`src/rtl/fp_add_arbiter.sv`:
```
`default_nettype none
// ============================================================================
//  Module      : fp_add_arbiter
//  Description : Shares one external combinational single-precision fp_add
//                between two requesters. Round-robin grant, registered
//                operands into the adder, and a registered, tagged response
//                channel. Subtract is done by flipping the sign of b. Exact
//                zeros bypass the adder, because the adder assumes normalised
//                operands. One operation is in flight at a time.
//
//  Ports       : clk, reset            - clock, synchronous active-high reset
//                reqN_valid/ready      - request handshake, requester N (0/1)
//                reqN_a/b/sub          - operands and subtract select
//                add_a, add_b          - registered operands to fp_add
//                add_result            - fp_add result (combinational)
//                rsp_valid/ready       - response handshake
//                rsp_id, rsp_result    - requester tag and registered result
//                busy                  - operation in flight (EXEC or RESP)
//                ops_done              - completed response handshakes (wraps)
//
//  Revision    : 1.0 - initial release
// ============================================================================
module fp_add_arbiter #(
    parameter int CNT_W = 16
) (
    input  logic             clk,
    input  logic             reset,
    input  logic             req0_valid,
    output logic             req0_ready,
    input  logic [31:0]      req0_a,
    input  logic [31:0]      req0_b,
    input  logic             req0_sub,
    input  logic             req1_valid,
    output logic             req1_ready,
    input  logic [31:0]      req1_a,
    input  logic [31:0]      req1_b,
    input  logic             req1_sub,
    output logic [31:0]      add_a,
    output logic [31:0]      add_b,
    input  logic [31:0]      add_result,
    output logic             rsp_valid,
    input  logic             rsp_ready,
    output logic             rsp_id,
    output logic [31:0]      rsp_result,
    output logic             busy,
    output logic [CNT_W-1:0] ops_done
);

    localparam logic [1:0] c_IDLE = 2'd0;
    localparam logic [1:0] c_EXEC = 2'd1;
    localparam logic [1:0] c_RESP = 2'd2;

    logic [1:0]  r_state;
    logic [1:0]  w_next_state;
    logic        r_last_grant;
    logic        r_id;

    logic        w_any_valid;
    logic        w_grant_id;
    logic        w_accept;
    logic        w_a_zero;
    logic        w_b_zero;
    logic [31:0] w_result;
    logic [31:0] w_grant_a;
    logic [31:0] w_grant_b;
    logic        w_grant_sub;

    // Round-robin: on contention the requester that was not served last wins.
    // With a single valid requester the grant simply follows req1_valid.
    assign w_any_valid = req0_valid | req1_valid;
    assign w_grant_id  = (req0_valid & req1_valid) ? ~r_last_grant : req1_valid;
    assign w_accept    = (r_state == c_IDLE) & w_any_valid;

    assign w_grant_a   = w_grant_id ? req1_a   : req0_a;
    assign w_grant_b   = w_grant_id ? req1_b   : req0_b;
    assign w_grant_sub = w_grant_id ? req1_sub : req0_sub;

    // Signed zeros are zeros too; only the magnitude field is inspected.
    assign w_a_zero = (add_a[30:0] == 31'd0);
    assign w_b_zero = (add_b[30:0] == 31'd0);

    always_comb begin
        w_result = add_result;
        if (w_a_zero && w_b_zero) begin
            w_result = 32'h0000_0000;
        end else if (w_a_zero) begin
            w_result = add_b;
        end else if (w_b_zero) begin
            w_result = add_a;
        end
    end

    // ------------------------------------------------------------------
    // FSM: state register
    // ------------------------------------------------------------------
    always_ff @(posedge clk) begin
        if (reset) begin
            r_state <= c_IDLE;
        end else begin
            r_state <= w_next_state;
        end
    end

    // ------------------------------------------------------------------
    // FSM: next-state logic
    // ------------------------------------------------------------------
    always_comb begin
        w_next_state = r_state;
        case (r_state)
            c_IDLE:  if (w_any_valid) w_next_state = c_EXEC;
            c_EXEC:  w_next_state = c_RESP;
            c_RESP:  if (rsp_ready) w_next_state = c_IDLE;
            default: w_next_state = c_IDLE;
        endcase
    end

    // ------------------------------------------------------------------
    // FSM: outputs
    // ------------------------------------------------------------------
    always_comb begin
        req0_ready = w_accept & ~w_grant_id;
        req1_ready = w_accept &  w_grant_id;
        busy       = (r_state != c_IDLE);
    end

    // ------------------------------------------------------------------
    // Datapath registers
    // ------------------------------------------------------------------
    always_ff @(posedge clk) begin
        if (reset) begin
            add_a        <= 32'd0;
            add_b        <= 32'd0;
            r_id         <= 1'b0;
            r_last_grant <= 1'b1;
            rsp_valid    <= 1'b0;
            rsp_id       <= 1'b0;
            rsp_result   <= 32'd0;
            ops_done     <= '0;
        end else begin
            case (r_state)
                c_IDLE: begin
                    if (w_accept) begin
                        add_a        <= w_grant_a;
                        add_b        <= {w_grant_b[31] ^ w_grant_sub, w_grant_b[30:0]};
                        r_id         <= w_grant_id;
                        r_last_grant <= w_grant_id;
                    end
                end
                c_EXEC: begin
                    rsp_result <= w_result;
                    rsp_id     <= r_id;
                    rsp_valid  <= 1'b1;
                end
                c_RESP: begin
                    if (rsp_ready) begin
                        rsp_valid <= 1'b0;
                        ops_done  <= ops_done + 1'b1;
                    end
                end
                default: ;
            endcase
        end
    end

endmodule
`default_nettype wire

```
`config.mk`:
```
export PLATFORM = sky130hd
export DESIGN_NAME = fp_add_arbiter
export DESIGN_NICKNAME = d
export VERILOG_FILES = /design/src/rtl/fp_add_arbiter.sv
export SDC_FILE = /design/constraint.sdc
export NUM_CORES = 1
export LEC_CHECK = 0
export BUFFER_PORTS_ARGS = -buffer_cell sky130_fd_sc_hd__buf_2
export CELL_PAD_IN_SITES_DETAIL_PLACEMENT = 0
export CELL_PAD_IN_SITES_GLOBAL_PLACEMENT = 1
export CORE_MARGIN = 2
export CORE_UTILIZATION = 33
export CTS_CLUSTER_DIAMETER = 40
export DETAILED_ROUTE_END_ITERATION = 12
export PLACE_DENSITY = 0.85
export REMOVE_ABC_BUFFERS = 1
export SLEW_MARGIN = 30
export SYNTH_ARGS = -nofsm -noshare
export SYNTH_HDL_FRONTEND = slang
export SYNTH_SLANG_ARGS = --single-unit
```
`constraint.sdc`:
```
create_clock -name clk -period 2.5 [get_ports clk]
set_clock_uncertainty 0.05 [all_clocks]
set_input_delay 0.125 -clock clk [delete_from_list [all_inputs] [get_ports clk]]
set_output_delay 0.125 -clock clk [all_outputs]
set_load 0.1 [all_outputs]
```
==> flow_results.xml, run 1 <==
<?xml version="1.0" encoding="UTF-8"?>
<metrics>
  <group name="sta">
    <metric name="hold_violations" unit="">0</metric>
    <metric name="postLayoutSetupSlackWorst" unit="ns">0.117</metric>
    <metric name="min_period_over_period" unit="%">95.3</metric>
    <metric name="final_critical_path_time_including_i_o_delays_and_setup" unit="ns">2.38</metric>
    <metric name="setup_total_negative_slack" unit="ns">0</metric>
    <metric name="grt_setup_unrepaired" unit="">false</metric>
    <metric name="setup_violators_final" unit="">0</metric>
    <metric name="achievable-frequency" unit="GHz">0.420</metric>
    <metric name="maxSlewHeadroom" unit="%">40.9</metric>
    <metric name="report.final.slew_viol_count" unit="">0</metric>
    <metric name="worst_pin_slew" unit="ns">0.886</metric>
  </group>
  <group name="critical_path">
    <metric name="crit_chain" unit="">nor2_4 &gt; o21ai_4 &gt; buf_6 &gt; a222oi_1 &gt; nor2_1 &gt; dlygate4sd3_1</metric>
    <metric name="slowest_delay" unit="ns">0.58</metric>
    <metric name="data_arrival_critical_path" unit="ns">2.62</metric>
    <metric name="worst_setup_path_end_kind" unit="">flip-flop</metric>
    <metric name="crit_path_start_kind" unit="">flip-flop</metric>
    <metric name="critical-path-top-delay-family" unit="">buffers and inverters</metric>
    <metric name="critical_path_class" unit="">flip-flop to flip-flop</metric>
    <metric name="worstPathBufferInverterCount" unit="">2</metric>
    <metric name="worst-path-max-fanout" unit="">39</metric>
    <metric name="timing.critical_path.required" unit="ns">2.74</metric>
    <metric name="timing.critical_path.slowest_stage_cell" unit="">sky130_fd_sc_hd__dlygate4sd3_1</metric>
  </group>
  <group name="layout">
    <metric name="layout_cell_share_with_drive_strength_beyond_1" unit="%">36.2</metric>
    <metric name="fillCellCount" unit="">1206</metric>
    <metric name="fin_nets" unit="">1095</metric>
    <metric name="area_growth" unit="%">80.8</metric>
    <metric name="diodes" unit="">0</metric>
    <metric name="final_util" unit="%">60.6</metric>
  </group>
  <group name="synth">
    <metric name="synth_seq_cells" unit="">118</metric>
    <metric name="yosys-top-cells-count" unit="">118 x sky130_fd_sc_hd__dfxtp_1, 89 x sky130_fd_sc_hd__nor2_1, 63 x sky130_fd_sc_hd__a222oi_1</metric>
    <metric name="synth.yosys.seq_area_share" unit="%">48.6</metric>
    <metric name="yosysWarningCount" unit="">0</metric>
    <metric name="synth.area.top_cells" unit="">sky130_fd_sc_hd__dfxtp_1 49%, sky130_fd_sc_hd__a222oi_1 13%, sky130_fd_sc_hd__nor2_1 6.9%</metric>
    <metric name="synthMostInstantiatedCell" unit="">sky130_fd_sc_hd__dfxtp_1</metric>
    <metric name="postSynthCellCount" unit="">494</metric>
    <metric name="library_cell_with_the_largest_summed_area_after_synthesis" unit="">sky130_fd_sc_hd__dfxtp_1</metric>
    <metric name="synth-main-ff-cell" unit="">sky130_fd_sc_hd__dfxtp_1</metric>
    <metric name="synth_cell_types" unit="">39</metric>
    <metric name="synth_top_area_share" unit="%">48.6</metric>
    <metric name="synth-edff-count" unit="">0</metric>
    <metric name="postSynth.asyncResetShare" unit="%">0</metric>
    <metric name="synth.avg_cell_area" unit="um2">9.83</metric>
    <metric name="post_synth_instance_area" unit="mm2">0.00486</metric>
  </group>
  <group name="clock_network">
    <metric name="cts.path.max_buffers" unit="">2</metric>
    <metric name="post_cts_buffers" unit="">0</metric>
    <metric name="ctsRootBufferMaster" unit="">sky130_fd_sc_hd__clkbuf_16</metric>
    <metric name="cts-htree-levels" unit="">4</metric>
    <metric name="cts_tree" unit="">yes</metric>
    <metric name="cts.sinks" unit="">118</metric>
    <metric name="worst_setup_hold_path_clk_slew" unit="ns">0.06</metric>
    <metric name="numCtsBuffers" unit="">17</metric>
    <metric name="clock_latency_on_the_worst_skew_pair" unit="ns">0.41</metric>
  </group>
  <group name="detailed_routing">
    <metric name="dr_wl_met3" unit="mm">1.63</metric>
    <metric name="route.detailed.vias_per_inst" unit="">5.46</metric>
    <metric name="post-route-drc-count" unit="">0</metric>
    <metric name="highest-signal-layer" unit="">met4</metric>
    <metric name="route.vias.total" unit="">6133</metric>
    <metric name="ant_nets" unit="">0</metric>
    <metric name="drt-met1-wl" unit="mm">8.45</metric>
    <metric name="detailedRoute.firstIterationViolations" unit="">621</metric>
    <metric name="sum_of_routed_wire_length_over_all_layers" unit="mm">21.3</metric>
    <metric name="route.detailed.wl_per_inst" unit="um">18.9</metric>
    <metric name="first_pass_iters" unit="">7</metric>
    <metric name="met2_length" unit="mm">10.6</metric>
  </group>
  <group name="grt">
    <metric name="grt_start_max_net_pins" unit="">56</metric>
    <metric name="grt_antenna_before_repair" unit="">0</metric>
    <metric name="grt_util_all_layers" unit="%">26.0</metric>
    <metric name="grt.overflow.total" unit="">0</metric>
    <metric name="grt_pass1_wl" unit="mm">32.7</metric>
    <metric name="vias_in_the_first_global_route" unit="">6185</metric>
  </group>
  <group name="floorplan">
    <metric name="num_rows" unit="">44</metric>
    <metric name="die_height" unit="um">125</metric>
    <metric name="core_area" unit="mm2">0.0145</metric>
    <metric name="die_x" unit="um">125</metric>
    <metric name="floorplan.initialDensity" unit="%">33.5</metric>
    <metric name="die_area" unit="mm2">0.0157</metric>
    <metric name="io_pins" unit="">284</metric>
  </group>
  <group name="place">
    <metric name="dp_slack" unit="ns">0.251</metric>
    <metric name="gpl_congestion" unit="">0.754</metric>
    <metric name="detailed_place_hpwl" unit="mm">12.8</metric>
    <metric name="numPortBuffers" unit="">283</metric>
  </group>
  <group name="outcome">
    <metric name="run_status" unit="">finished clean</metric>
  </group>
  <group name="hold_path">
    <metric name="hold_class" unit="">input pin to flip-flop</metric>
  </group>
  <group name="power_and_ir_drop">
    <metric name="cellLeakagePower" unit="uW">0.00389</metric>
    <metric name="power_density" unit="mW/mm2">835</metric>
    <metric name="ir_worst_vdd" unit="mV">0.785</metric>
  </group>
  <group name="run">
    <metric name="maxCapViolCount" unit="">0</metric>
  </group>
</metrics>
[registers in the layout, summed over array words and instances, names as in the netlist]
name and count:
add_a 32, add_b 32, rsp_result 32, ops_done 16, r_state 2, r_id 1
r_last_grant 1, rsp_id 1, rsp_valid 1
[report_power, final]
group / leakage, uW / switching, uW / internal (uW)
Sequential: 0.000968 / 166 / 2040
Clock: 0.000311 / 889 / 1890
Combinational: 0.00261 / 1650 / 694
[metal layers]
| metal | vias up | GRT usage (%) |
|---|---|---|
| li1 | 2805 | - |
| met1 | 2934 | 31.0 |
| met2 | 350 | 44.9 |
| met3 | 44 | 6.68 |
| met4 | 0 | 10.4 |
| met5 | - | 0 |
[what timing repair did]
| action | 4_1_cts | 5_1_grt |
|---|---|---|
| endpoints found under the hold margin | 96 | 0 |
| resized for setup | 0 | 4 |
| hold buffers | 159 | 0 |
| setup endpoints to repair | 0 | 43 |
[worst reg2reg max path, cell delays in order, from the launching register on]
cell and delay [ns]:
sky130_fd_sc_hd__dfxtp_1 0.36, sky130_fd_sc_hd__nor2_4 0.22, sky130_fd_sc_hd__o21ai_4 0.22, sky130_fd_sc_hd__buf_6 0.29, sky130_fd_sc_hd__a222oi_1 0.45, sky130_fd_sc_hd__nor2_1 0.08
sky130_fd_sc_hd__dlygate4sd3_1 0.58
[final timing paths]
| kind | start | end | slack, ns | cells past startpoint |
|---|---|---|---|---|
| max reg2reg | r_state[1] | add_a[18] | 0.12 | 6 |
| min reg2reg | r_last_grant | r_last_grant | 0.41 | 1 |
| min | reset | add_a[16] | 0.08 | 2 |
| max | r_state[1] | add_a[18] | 0.12 | 6 |
[cells in the final DEF (no fill, tap or decap), types with 2 or more instances in the layout]
cell type	n
sky130_fd_sc_hd__a21oi_1	5
sky130_fd_sc_hd__a222oi_1	63
sky130_fd_sc_hd__a22oi_1	31
sky130_fd_sc_hd__and3_1	3
sky130_fd_sc_hd__buf_12	5
sky130_fd_sc_hd__buf_2	280
sky130_fd_sc_hd__buf_4	11
sky130_fd_sc_hd__buf_6	2
sky130_fd_sc_hd__bufinv_16	6
sky130_fd_sc_hd__clkbuf_16	17
sky130_fd_sc_hd__clkinv_2	2
sky130_fd_sc_hd__clkinvlp_4	5
sky130_fd_sc_hd__dfxtp_1	118
sky130_fd_sc_hd__dlygate4sd3_1	159
sky130_fd_sc_hd__mux2i_1	33
sky130_fd_sc_hd__nand2_1	8
sky130_fd_sc_hd__nand3_1	5
sky130_fd_sc_hd__nand4_1	7
sky130_fd_sc_hd__nor2_1	87
sky130_fd_sc_hd__nor2_4	4
sky130_fd_sc_hd__nor3_1	4
sky130_fd_sc_hd__nor4_1	16
sky130_fd_sc_hd__o21ai_0	19
sky130_fd_sc_hd__o21ai_1	13
sky130_fd_sc_hd__o21ai_4	2
sky130_fd_sc_hd__xnor2_1	7
sky130_fd_sc_hd__xor2_1	9
[logic make-up after synthesis]
family                     after synthesis  share of synthesized area, %
AOI/OAI and AO/OA                      137                          22.4
xor gates and xnor gates                16                          2.89
adders and majority gates                1                         0.258
buffers and inverters                   45                          4.74
DFF                                    118                          48.6
muxes                                   33                          6.80
and+or+nand+nor                        144                          14.2
[through the flow]
stage | power, uW | hold slack [ns] | instance area [um2] | instances
2_1_floorplan | 3680 | 0.144 | 4630 | 450
3_3_place_gp | 4230 | 0.314 | 6490 | 932
3_5_place_dp | 4230 | 0.320 | 6490 | 932
4_1_cts | 7310 | 0.0855 | 8760 | 1123
5_1_grt | 7570 | 0.0934 | 8780 | 1124
6_report | 7330 | 0.0788 | 8780 | 1124
[layout make-up]
cell class | instances | area, um2 | share of cell area, %
Timing Repair Buffer | 457 | 3200 | 36.4
Sequential cell | 118 | 2360 | 26.9
Multi-Input combinational cell | 332 | 2320 | 26.4
Clock buffer | 19 | 443 | 5.04
Tap cell | 184 | 230 | 2.62
Clock inverter | 13 | 228 | 2.59
Inverter | 1 | 3.75 | 0.0427
Power figures use the tool's default switching activity.
==> run 2, diff against run 1 <==
--- a/config.mk
+++ b/config.mk
@@ -10,6 +10,7 @@
 export CELL_PAD_IN_SITES_GLOBAL_PLACEMENT = 1
 export CORE_MARGIN = 2
 export CORE_UTILIZATION = 33
+export CTS_BUF_LIST = sky130_fd_sc_hd__clkbuf_8 sky130_fd_sc_hd__clkbuf_16
 export CTS_CLUSTER_DIAMETER = 40
 export DETAILED_ROUTE_END_ITERATION = 12
 export PLACE_DENSITY = 0.85
==> run 2 against run 1 <==
  * Sequential cell count unchanged
  * Critical endpoint unchanged
  * Highest routed layer unchanged
  * Clock power about the same
  * Critical path depth unchanged
==> flow_results.xml, run 2 (synthesized netlist as in run 1, its figures left out) <==
<?xml version="1.0" encoding="UTF-8"?>
<metrics>
  <group name="clock_network">
    <metric name="cts.path.max_buffers" unit="">2</metric>
    <metric name="worst_setup_hold_path_clk_slew" unit="ns">0.06</metric>
    <metric name="post_cts_buffers" unit="">0</metric>
    <metric name="cts-htree-levels" unit="">4</metric>
    <metric name="ctsRootBufferMaster" unit="">sky130_fd_sc_hd__clkbuf_16</metric>
    <metric name="numCtsBuffers" unit="">17</metric>
    <metric name="cts_tree" unit="">yes</metric>
    <metric name="cts.sinks" unit="">118</metric>
    <metric name="clock_latency_on_the_worst_skew_pair" unit="ns">0.41</metric>
  </group>
  <group name="layout">
    <metric name="area_growth" unit="%">80.8</metric>
    <metric name="final_util" unit="%">60.6</metric>
    <metric name="diodes" unit="">0</metric>
    <metric name="most-common-layout-cells" unit="">280 x sky130_fd_sc_hd__buf_2, 159 x sky130_fd_sc_hd__dlygate4sd3_1, 118 x sky130_fd_sc_hd__dfxtp_1</metric>
    <metric name="biggestRegsByFlops" unit="">add_a (32), add_b (32), rsp_result (32)</metric>
    <metric name="final_common_cell" unit="">sky130_fd_sc_hd__buf_2</metric>
    <metric name="layout_cell_share_with_drive_strength_beyond_1" unit="%">36.2</metric>
    <metric name="fin_nets" unit="">1095</metric>
    <metric name="stdcell_area" unit="mm2">0.00878</metric>
    <metric name="post_layout_nonfiller_instances" unit="">1124</metric>
  </group>
  <group name="floorplan">
    <metric name="die_x" unit="um">125</metric>
    <metric name="die_height" unit="um">125</metric>
    <metric name="floorplan.initialDensity" unit="%">33.5</metric>
    <metric name="core_area" unit="mm2">0.0145</metric>
    <metric name="num_rows" unit="">44</metric>
    <metric name="io_pins" unit="">284</metric>
    <metric name="die_area" unit="mm2">0.0157</metric>
  </group>
  <group name="detailed_routing">
    <metric name="first_pass_iters" unit="">8</metric>
    <metric name="route.detailed.vias_per_inst" unit="">5.41</metric>
    <metric name="ant_nets" unit="">0</metric>
    <metric name="sum_of_routed_wire_length_over_all_layers" unit="mm">21.3</metric>
    <metric name="detailedRoute.firstIterationViolations" unit="">629</metric>
    <metric name="route.detailed.wl_per_inst" unit="um">18.9</metric>
    <metric name="post-route-drc-count" unit="">0</metric>
    <metric name="route.vias.total" unit="">6085</metric>
  </group>
  <group name="critical_path">
    <metric name="timing.reg2reg.setup_slack" unit="ns">0.12</metric>
    <metric name="crit_path_start_kind" unit="">flip-flop</metric>
    <metric name="crit-reg2reg-capture" unit="">add_a[18]</metric>
    <metric name="worst-path-max-fanout" unit="">39</metric>
    <metric name="ff2ff_path_depth" unit="">6</metric>
    <metric name="critical_path_class" unit="">flip-flop to flip-flop</metric>
    <metric name="worst_setup_path_end_kind" unit="">flip-flop</metric>
    <metric name="timing.critical_path.required" unit="ns">2.74</metric>
    <metric name="data_arrival_critical_path" unit="ns">2.62</metric>
    <metric name="worst_r2r_startpoint" unit="">r_state[1]</metric>
  </group>
  <group name="place">
    <metric name="numPortBuffers" unit="">283</metric>
    <metric name="gpl_congestion" unit="">0.754</metric>
    <metric name="dp_slack" unit="ns">0.251</metric>
    <metric name="detailed_place_hpwl" unit="mm">12.8</metric>
    <metric name="place_inst" unit="">932</metric>
    <metric name="dpl_cell_area" unit="mm2">0.00649</metric>
  </group>
  <group name="power_and_ir_drop">
    <metric name="cellLeakagePower" unit="uW">0.00389</metric>
    <metric name="power_density" unit="mW/mm2">834</metric>
    <metric name="ir_worst_vdd" unit="mV">0.785</metric>
  </group>
  <group name="grt">
    <metric name="grt_antenna_before_repair" unit="">0</metric>
    <metric name="grt.overflow.total" unit="">0</metric>
    <metric name="grt_util_all_layers" unit="%">26.0</metric>
    <metric name="grt_pass1_wl" unit="mm">32.7</metric>
    <metric name="vias_in_the_first_global_route" unit="">6185</metric>
    <metric name="grt_start_max_net_pins" unit="">56</metric>
  </group>
  <group name="sta">
    <metric name="worst_pin_slew" unit="ns">0.879</metric>
    <metric name="final_critical_path_time_including_i_o_delays_and_setup" unit="ns">2.38</metric>
    <metric name="setup_violators_final" unit="">0</metric>
    <metric name="min_period_over_period" unit="%">95.4</metric>
    <metric name="grt_setup_unrepaired" unit="">false</metric>
    <metric name="maxSlewHeadroom" unit="%">41.4</metric>
    <metric name="report.final.slew_viol_count" unit="">0</metric>
    <metric name="postLayoutSetupSlackWorst" unit="ns">0.115</metric>
    <metric name="hold_violations" unit="">0</metric>
    <metric name="achievable-frequency" unit="GHz">0.419</metric>
    <metric name="setup_total_negative_slack" unit="ns">0</metric>
  </group>
  <group name="outcome">
    <metric name="run_status" unit="">finished clean</metric>
  </group>
  <group name="hold_path">
    <metric name="hold_path.startpoint" unit="">reset</metric>
    <metric name="min_delay_worst_endpoint" unit="">add_a[16]</metric>
    <metric name="holdPathStages" unit="">2</metric>
    <metric name="hold_class" unit="">input pin to flip-flop</metric>
  </group>
  <group name="run">
    <metric name="maxCapViolCount" unit="">0</metric>
  </group>
</metrics>
## run 2: cell types whose count changed in the layout (fill, tap and decap cells not counted), sizes merged
| cell | before | now |
|---|---|---|
| clkbuf | 19 | 18 |
| inv | 1 | 2 |
## run 2: routing by layer
| metal | vias to the layer above | routed length, um | part of all wire [%] | GRT usage [%] |
|---|---|---|---|---|
| li1 | 2808 | - | - | - |
| met1 | 2922 | 8690 | 41 | 31.0 |
| met2 | 314 | 10600 | 50 | 44.9 |
| met3 | 41 | 1430 | 6.7 | 6.68 |
| met4 | 0 | 595 | 2.8 | 10.4 |
| met5 | - | 0 | 0 | 0 |
## run 2: area by class of cell
type                       instances  area [um2]
fill                            1206        5700
timing repair buffer             457        3200
clock buffer                      18         439
tap                              184         230
clock inverter                    14         231
multi-input combinational        332        2320
sequential                       118        2360
inverter                           1        3.75
## run 2: worst max-delay path: stages (launching register included)
cell                            delay, ns
sky130_fd_sc_hd__dfxtp_1             0.36
sky130_fd_sc_hd__nor2_4              0.22
sky130_fd_sc_hd__o21ai_4             0.22
sky130_fd_sc_hd__buf_6               0.28
sky130_fd_sc_hd__a222oi_1            0.44
sky130_fd_sc_hd__nor2_1              0.08
sky130_fd_sc_hd__dlygate4sd3_1       0.59
## run 2: worst max-delay path by stage
stage,from,endpoint,slack (ns),cells past startpoint
CTS,r_state[1],add_a[18],0.009,6
floorplan,req1_valid,add_a[0],-2.24,4
detailed placement,add_a[15],rsp_result[0],0.25,6
global placement,add_a[15],rsp_result[9],0.30,6
finish,r_state[1],add_a[18],0.12,6
global route,r_state[1],add_a[18],0.02,6
## run 2: per-stage QoR
stage                     total power (uW)  hold slack (ns)
after detailed placement              4230            0.320
after floorplan                       3680            0.144
after global routing                  7570           0.0934
after global placement                4230            0.314
after CTS                             7300           0.0855
final                                 7320           0.0878
## run 2: what timing repair did
action	4_1_cts	5_1_grt
endpoints found under the setup margin	0	43
hold buffers	159	0
resized for setup	0	4
endpoints found under the hold margin	96	0
## run 2: report_power, final
group	internal, uW	switching (uW)	total [uW]	leakage, uW
Sequential	2040	166	2200	0.000968
Combinational	694	1650	2350	0.00261
Clock	1890	885	2770	0.000315
